$ cat config.mk
export PLATFORM = sky130hd
export DESIGN_NAME = if_fetch_flat
export DESIGN_NICKNAME = d
export VERILOG_FILES = /design/src/rtl/if_fetch_pkg.sv /design/src/rtl/if_fetch_if.sv /design/src/rtl/if_fetch_pc_next.sv /design/src/rtl/if_fetch.sv /design/src/flat_wrapper.sv
export SDC_FILE = /design/constraint.sdc
export NUM_CORES = 1
export LEC_CHECK = 0
export BUFFER_PORTS_ARGS = -buffer_cell sky130_fd_sc_hd__buf_2
export CAP_MARGIN = 15
export CORE_ASPECT_RATIO = 0.8
export CORE_MARGIN = 2
export CORE_UTILIZATION = 48
export CTS_CLUSTER_DIAMETER = 60
export DETAILED_ROUTE_END_ITERATION = 10
export GPL_TIMING_DRIVEN = 0
export MAX_ROUTING_LAYER = met4
export PLACE_DENSITY = 0.81
export SETUP_SLACK_MARGIN = 0.2
export SLEW_MARGIN = 0
export SYNTH_ARGS = -nofsm -noshare
export SYNTH_HDL_FRONTEND = slang
export SYNTH_SLANG_ARGS = --single-unit
$ cat constraint.sdc
create_clock -name clk -period 2.63 [get_ports clk]
set_input_delay 0.3945 -clock clk [delete_from_list [all_inputs] [get_ports clk]]
set_output_delay 0.3945 -clock clk [all_outputs]
set_load 0.1 [all_outputs]
$ cat src/rtl/if_fetch_pkg.sv
// rtl/if_fetch_pkg.sv - shared widths, constants and state encoding for the fetch stage
//
// Purpose : common definitions imported by the fetch interface, the next-PC
//           helper and the fetch stage top.
// Contents: ADDR_WIDTH / INST_WIDTH, ZERO_WORD bubble value, reset defaults,
//           the 2-bit fetch state type and a wrapping PC increment helper.
package if_fetch_pkg;

    localparam int ADDR_WIDTH = 32;
    localparam int INST_WIDTH = 32;

    localparam logic [INST_WIDTH-1:0] ZERO_WORD        = '0;
    localparam logic [ADDR_WIDTH-1:0] RESET_PC_DEFAULT = 32'h0000_0000;
    localparam int                    PC_STEP_DEFAULT  = 4;

    // FETCH: request outstanding, its result will be kept.
    // KILL : request outstanding, its result is stale and will be dropped.
    // IDLE : no request outstanding.
    typedef enum logic [1:0] {
        IF_ST_FETCH = 2'd0,
        IF_ST_KILL  = 2'd1,
        IF_ST_IDLE  = 2'd2
    } if_state_e;

    // Sequential PC advance; wraps modulo 2^ADDR_WIDTH.
    function automatic logic [ADDR_WIDTH-1:0] pc_inc(input logic [ADDR_WIDTH-1:0] pc,
                                                     input logic [ADDR_WIDTH-1:0] step);
        return pc + step;
    endfunction

endpackage

$ cat src/rtl/if_fetch_if.sv
// rtl/if_fetch_if.sv - single-outstanding req/ack instruction memory port
//
// Purpose : groups the instruction-memory handshake of the fetch stage.
// Signals : req   - fetch request, held until ack
//           addr  - fetch address, stable while req
//           ack   - one-cycle response strobe
//           rdata - instruction word, valid with ack
// Modports: master (fetch stage side), slave (memory side).
interface if_fetch_if;
    import if_fetch_pkg::*;

    logic                  req;
    logic [ADDR_WIDTH-1:0] addr;
    logic                  ack;
    logic [INST_WIDTH-1:0] rdata;

    modport master (
        output req,
        output addr,
        input  ack,
        input  rdata
    );

    modport slave (
        input  req,
        input  addr,
        output ack,
        output rdata
    );

endinterface

$ cat src/rtl/if_fetch_pc_next.sv
// rtl/if_fetch_pc_next.sv - next-PC selection for the fetch stage
//
// Purpose: chooses the PC to load at the next edge.
// Ports  : pc         in  current PC
//          jmp_flag   in  redirect request (highest priority)
//          jmp_target in  redirect PC
//          adv        in  accepted fetch result, step to the next sequential PC
//          pc_nxt     out PC for the next edge
module if_fetch_pc_next
    import if_fetch_pkg::*;
#(
    parameter int PC_STEP = PC_STEP_DEFAULT
) (
    input  logic [ADDR_WIDTH-1:0] pc,
    input  logic                  jmp_flag,
    input  logic [ADDR_WIDTH-1:0] jmp_target,
    input  logic                  adv,
    output logic [ADDR_WIDTH-1:0] pc_nxt
);

    localparam logic [ADDR_WIDTH-1:0] STEP = ADDR_WIDTH'(PC_STEP);

    always_comb begin
        pc_nxt = pc;
        if (jmp_flag) begin
            pc_nxt = jmp_target;
        end else if (adv) begin
            pc_nxt = pc_inc(pc, STEP);
        end
    end

endmodule

$ cat src/rtl/if_fetch.sv
// rtl/if_fetch.sv - instruction fetch stage with single-outstanding memory port
//
// Purpose: owns the PC, issues one fetch at a time to instruction memory,
//          presents {if_pc, if_inst} to IF/ID and applies EX redirects,
//          discarding any fetch that was in flight when the redirect arrived.
// Ports  : clk        in  clock, rising edge
//          rst_n      in  asynchronous active-low reset
//          stall      in  [0]=PC hold (blocks new issue), [1]=IF/ID hold
//          jmp_flag   in  redirect pulse
//          jmp_target in  redirect PC
//          mem        if  master side of the instruction memory port
//          if_pc      out PC of presented instruction, ZERO_WORD when bubble
//          if_inst    out presented instruction, ZERO_WORD when bubble
//          stall_req  out high while no fresh instruction is held
module if_fetch
    import if_fetch_pkg::*;
#(
    parameter logic [ADDR_WIDTH-1:0] RESET_PC = RESET_PC_DEFAULT,
    parameter int                    PC_STEP  = PC_STEP_DEFAULT
) (
    input  logic                  clk,
    input  logic                  rst_n,
    input  logic [5:0]            stall,
    input  logic                  jmp_flag,
    input  logic [ADDR_WIDTH-1:0] jmp_target,
    if_fetch_if.master            mem,
    output logic [ADDR_WIDTH-1:0] if_pc,
    output logic [INST_WIDTH-1:0] if_inst,
    output logic                  stall_req
);

    if_state_e             state;
    logic [ADDR_WIDTH-1:0] pc;
    logic [ADDR_WIDTH-1:0] pc_nxt;
    logic                  out_valid;

    logic consume;
    logic slot_free;
    logic take;
    logic unused_stall;

    // Upper stall bits belong to later stages.
    assign unused_stall = ^stall[5:2];

    assign consume   = out_valid && !stall[1];
    // The slot can accept a new instruction once the current one is gone or
    // leaves at this edge; this also lets IDLE issue after a consume that
    // happened while stall[0] was holding the PC.
    assign slot_free = !out_valid || !stall[1];
    assign take      = (state == IF_ST_FETCH) && mem.ack && !jmp_flag;

    if_fetch_pc_next #(
        .PC_STEP (PC_STEP)
    ) u_pc_next (
        .pc         (pc),
        .jmp_flag   (jmp_flag),
        .jmp_target (jmp_target),
        .adv        (take),
        .pc_nxt     (pc_nxt)
    );

    always_ff @(posedge clk or negedge rst_n) begin
        if (!rst_n) begin
            state     <= IF_ST_FETCH;
            pc        <= RESET_PC;
            out_valid <= 1'b0;
            if_pc     <= ZERO_WORD;
            if_inst   <= ZERO_WORD;
        end else begin
            pc <= pc_nxt;
            if (jmp_flag) begin
                // Flush wins over everything, including stalls and a coincident ack.
                out_valid <= 1'b0;
                if_pc     <= ZERO_WORD;
                if_inst   <= ZERO_WORD;
                case (state)
                    IF_ST_FETCH: state <= mem.ack ? IF_ST_FETCH : IF_ST_KILL;
                    IF_ST_KILL:  state <= mem.ack ? IF_ST_FETCH : IF_ST_KILL;
                    default:     state <= IF_ST_FETCH;
                endcase
            end else if (take) begin
                if_pc     <= pc;
                if_inst   <= mem.rdata;
                out_valid <= 1'b1;
                state     <= IF_ST_IDLE;
            end else begin
                if (consume) begin
                    out_valid <= 1'b0;
                    if_pc     <= ZERO_WORD;
                    if_inst   <= ZERO_WORD;
                end
                case (state)
                    IF_ST_KILL: begin
                        // Stale data is dropped; the PC already holds the redirect.
                        if (mem.ack) begin
                            state <= IF_ST_FETCH;
                        end
                    end
                    IF_ST_IDLE: begin
                        // An ack here is a protocol error and is ignored.
                        if (slot_free && !stall[0]) begin
                            state <= IF_ST_FETCH;
                        end
                    end
                    default: begin
                    end
                endcase
            end
        end
    end

    assign mem.req   = (state != IF_ST_IDLE);
    assign mem.addr  = pc;
    assign stall_req = ~out_valid;

endmodule

$ cat src/flat_wrapper.sv
// flat-port wrapper written by rule: the top's interface ports become plain ports
module if_fetch_flat import if_fetch_pkg::*;
#(
    parameter logic [ADDR_WIDTH-1:0] RESET_PC = RESET_PC_DEFAULT,
    parameter int                    PC_STEP  = PC_STEP_DEFAULT
)
  (clk, rst_n, stall, jmp_flag, jmp_target, if_pc, if_inst, stall_req, mem_req, mem_addr, mem_ack, mem_rdata);
  if_fetch_if mem_i ();
  input  logic clk;
  input  logic rst_n;
  input  logic [5:0] stall;
  input  logic jmp_flag;
  input  logic [ADDR_WIDTH-1:0] jmp_target;
  output logic [ADDR_WIDTH-1:0] if_pc;
  output logic [INST_WIDTH-1:0] if_inst;
  output logic stall_req;
  output wire logic [$bits(mem_i.req)-1:0] mem_req;
  output wire logic [$bits(mem_i.addr)-1:0] mem_addr;
  input wire logic [$bits(mem_i.ack)-1:0] mem_ack;
  input wire logic [$bits(mem_i.rdata)-1:0] mem_rdata;
  assign mem_req = mem_i.req;
  assign mem_addr = mem_i.addr;
  assign mem_i.ack = mem_ack;
  assign mem_i.rdata = mem_rdata;
  if_fetch #(.RESET_PC(RESET_PC), .PC_STEP(PC_STEP)) u_core (.clk(clk), .rst_n(rst_n), .stall(stall), .jmp_flag(jmp_flag), .jmp_target(jmp_target), .mem(mem_i), .if_pc(if_pc), .if_inst(if_inst), .stall_req(stall_req));
endmodule
---- Word-level counts from Yosys, hierarchy flattened ----
Index checks and enable logic that the tools add are counted.
word-level totals
  register bits ........................... 99
  input bits .............................. 74
  output and inout bits ................... 98
  logic and storage cells ................. 44
operators by class
  $add $sub $neg .......................... 1
  equal/unequal tests ..................... 5
  multiplexer cells ....................... 17
  bitwise logic cells ..................... 1
  reductions and logical operators ........ 15
operators with widths
  kind                   number
  $mux 32                7
  $add 32x3->32 const B  1
  $mux 2                 5
  $logic_and 1x1->1      4
  $logic_not 1->1        4
  $mux 1                 4
  $ne 4x2->1 const B     1
  $ne 4x3->1 const B     1
  $pmux 2 s2             1
  $reduce_bool 4->1      1
  $reduce_and 3->1       1
  $reduce_bool 3->1      1
  $eq 2x1->1 const B     1
  $eq 2x2->1 const B     1
  $logic_not 2->1        1
  $ne 2x2->1 const B     1
  $reduce_bool 2->1      1
  $reduce_or 2->1        1
  $logic_or 1x1->1       1
  $not 1->1              1

---- Depth between registers and ports, before layout ----
  depth after elaboration ................. 7
  mapped depth ............................ 7

---- Hierarchy ----
A second synthesis with hierarchy kept.
unflattened totals
  cells, all modules ...................... 379
  area total of the unflattened synthesis .. 4505.6 sq um
modules (own cells, without submodules)
  module            instances  cells each  area an instance (sq um)  sequential area each (sq um)
  if_fetch          1          202         3447.1                    2477.4
  if_fetch_pc_next  1          177         1058.5                    0.0

---- Worst setup path before layout ----
OpenSTA, ideal clock, no wires.
  path kind ............................... register to register
  start point ............................. register u_core.pc[2] (netlist: u_core.mem.addr[2])
  end point ............................... register u_core.pc[25] (netlist: u_core.mem.addr[25])
  arrival time ............................ 2.479 ns
  data required time ...................... 2.548 ns
  path slack .............................. 0.069 ns
  cell stages (with the launch flop) ...... 6
  period minus slack after synthesis ...... 2.561 ns
  cell sequence ........................... dfrtp_1 nand4b_1 or4_1 buf_2 or4_1 a31oi_1
on the way
  cells in the longest elaborated chain, start to end .. 3
RTL lines
  what                    RTL line                text
  from (decl)             if_fetch.sv:33          logic [ADDR_WIDTH-1:0] pc;
  from (signal assigned)  if_fetch.sv:70          pc <= pc_nxt;
  $add 32x3->32           if_fetch_pkg.sv:28      return pc + step;
  $mux 32                 if_fetch_pc_next.sv:27  end else if (adv) begin
  $mux 32                 if_fetch_pc_next.sv:25  if (jmp_flag) begin
Every way passes these cells. The select of a mux whose other input is x is not followed.
A chain may end at the register's enable or synchronous reset.

---- Worst setup path after layout ----
  start point ............................. register u_core.pc[2] (netlist: u_core.mem.addr[2])
  end point ............................... register u_core.pc[22] (netlist: u_core.mem.addr[22])
Same word-level chain as after synthesis.

==> results.json <==
{
  "fmax_mhz": 436,
  "dieHeight_um": 87.8,
  "ys_seq_elements": 99,
  "min_period_ns": 2.30,
  "diodes": 0,
  "clockPowerShare": 0.247,
  "die_w_um": 109,
  "antenna_found_initial": 0,
  "post_drt_wl_per_cell_um": 17.8,
  "die-area_mm2": 0.00956,
  "p_sw_frac": 0.433,
  "critical_path.startpoint": "u_core.mem.addr[2]",
  "yosysTopAreaCellShare": 0.588,
  "hold_violations": 0,
  "io-pin-count": 172,
  "r2r-start": "u_core.mem.addr[2]",
  "synth_area_leader_cell": "dfrtp_1",
  "synth_most_common_cell": "dfrtp_1",
  "p_switching_mw": 1.87,
  "core_area_mm2": 0.00852,
  "clock-sinks": 99,
  "finClkSkew_ns": 0.00853,
  "slew_headroom": 0.465,
  "startpoint_type": "flop",
  "synth_nets": 440,
  "p_int_mw": 2.44,
  "status": "finished clean",
  "cts-root-buf": "clkbuf_8",
  "gp_routability_congestion": 0.880,
  "synth_common_cells": "dfrtp_1, a22o_1, nand2_1",
  "grt_pass1_wl_um": 18300,
  "power_density_mw_per_mm2": 787,
  "hold_start": "jmp_target[13]",
  "syn2layout_area_growth_pct": 29.7,
  "grt_setup_unrepaired": "false",
  "drive_gt1_frac": 0.388,
  "htreeDepth": 3,
  "overflow": 0,
  "dpl.hpwl_um": 8540,
  "synthesis.area_mm2": 0.00422,
  "r2r_slack_ns": 0.33,
  "grtUsageTotal": 0.259,
  "worst_pin_slew_ns": 0.800,
  "ys_seq_area_frac": 0.588,
  "drtIter0Drc": 229,
  "synth_cell_type_count": 44,
  "numCtsBuffers": 9,
  "end_kind": "flop",
  "maxCapViolCount": 0,
  "synth_ff_type": "dfrtp_1",
  "row_count": 30,
  "finalCritPeriodShare": 0.873,
  "first_pass_iters": 5,
  "place_inst": 645,
  "critPathMaxFanout": 10,
  "hold_class": "input port to flop",
  "cts_buffer_depth": 2,
  "clk_latency_ns": 0.37,
  "post_cts_buffers": 0,
  "timing.hold.ws_ns": 0.221,
  "dr_total_vias": 3793,
  "pwr-share-comb": 0.338,
  "finalSetupViolCount": 0,
  "async_flop_share": 1.00,
  "grt_start_max_net_pins": 66,
  "timing.final.max_slew_violations": 0,
  "clk_pin_slew_ns": 0.10,
  "crit_type": "flop to flop",
  "postRouteAntennaNets": 0,
  "ys_warn_count": 0,
  "cts_tree": "built",
  "synth_edf_count": 0,
  "synth_area_per_cell_um2": 11.6,
  "netlist_instances": 365,
  "fin_cells": 661,
  "initial_core_util": 0.495,
  "first_global_vias": 3647,
  "tns_ns": 0,
  "drc": 0,
  "total_leakage_power_nw": 2.71,
  "ir_drop_v": 0.000388,
  "synth_area_leaders": "dfrtp_1, a22o_1, o21ai_0",
  "arrival_ns": 2.55,
  "nets": 620,
  "required_ns": 2.89,
  "portBuffers": 167,
  "seq_power_share": 0.415,
  "routed_wl_um": 11800,
  "viasPerCell": 5.74
}
[power by group through the flow]
| stage | clock network (mW) | registers [mW] | logic [mW] |
|---|---|---|---|
| 2_1_floorplan | 0 | 2.69 | 0.254 |
| 3_3_place_gp | 0 | 1.81 | 1.44 |
| 3_5_place_dp | 0 | 1.81 | 1.46 |
| 4_1_cts | 1.08 | 1.78 | 1.46 |
| 5_1_grt | 1.15 | 1.81 | 1.52 |
| 6_report | 1.06 | 1.79 | 1.45 |
[timing repair]
item | in CTS | in global routing
hold buffers | 1 | 0
endpoints found under the setup margin | 0 | 12
hold endpoints to repair | 34 | 0
gates resized for setup | 0 | 3
[logic make-up (layout without fill, tap and decap cells)]
family	Yosys count	in the layout	synth area share
buffers and inverters	30	214	0.0279
xor gates and xnor gates	11	11	0.0228
muxes	3	3	0.00771
adders and majority gates	1	1	0.00297
and+or+nand+nor	106	106	0.141
DFF	99	99	0.588
AOI/OAI and AO/OA	115	115	0.210
[cell usage in the layout, fill, tap and decap left out, types with 12 or more instances in the layout]
cell	Yosys	final
or4_1	12	12
dfrtp_1	99	82
clkbuf_1	21	20
dfrtp_2	0	17
nand2_1	24	24
a31oi_1	14	14
nor2_1	22	21
buf_2	1	167
a22o_1	64	64
o21ai_0	18	18
[final cells by class]
type | count | area (um^2)
multi-input cells | 236 | 1620
fillers | 692 | 3050
well taps | 112 | 140
clock buffers | 9 | 124
inverters | 6 | 22.5
plain buffers | 24 | 96.3
clock inverters | 6 | 87.6
flip-flops and latches | 99 | 2500
repair buffers | 169 | 876
[state kept, by name, summed over array words and instances, names as in the netlist]
name              count
u_core.if_inst       32
u_core.if_pc         32
u_core.mem.addr      32
u_core.state          2
u_core.out_valid      1
[final timing paths]
| kind | to | cells past startpoint |
|---|---|---|
| setup / recovery | u_core.mem.addr[22] | 7 |
| hold / removal | u_core.mem.addr[13] | 3 |
| setup reg to reg | u_core.mem.addr[22] | 7 |
| hold reg to reg | u_core.if_inst[27] | 1 |
| max in group asynchronous | u_core.if_inst[29] | 3 |
| min in group asynchronous | u_core.if_pc[16] | 2 |
[critical path, cell delays in order, from the launching register on]
cell and delay [ns]:
dfrtp_2 0.49, ha_1 0.23, and4bb_2 0.28, nand4bb_1 0.13
clkbuf_1 0.33, clkbuf_2 0.31, nor3_1 0.09, a221o_1 0.31
[stage by stage]
stage | worst slack [ns] | power (mW) | utilization | instance area (um^2)
after detailed placement | 0.256 | 3.27 | 0.615 | 5240
after CTS | 0.228 | 4.33 | 0.641 | 5470
after floorplan | 0.209 | 2.94 | - | 4240
final | 0.335 | 4.30 | 0.642 | 5470
after global routing | 0.221 | 4.48 | 0.642 | 5470
after global placement | 0.0495 | 3.24 | 0.612 | 5210
[layer usage]
layer  vias up  wire length, um  track usage  part of all wire
li1       1748                -            -                 -
met1      1871             5160        0.347              0.44
met2       161             5550        0.393              0.47
met3        13              910       0.0618             0.077
met4         0              150       0.0828             0.013
met5         -                0            -                 0
(Power assumes the default switching activity.)
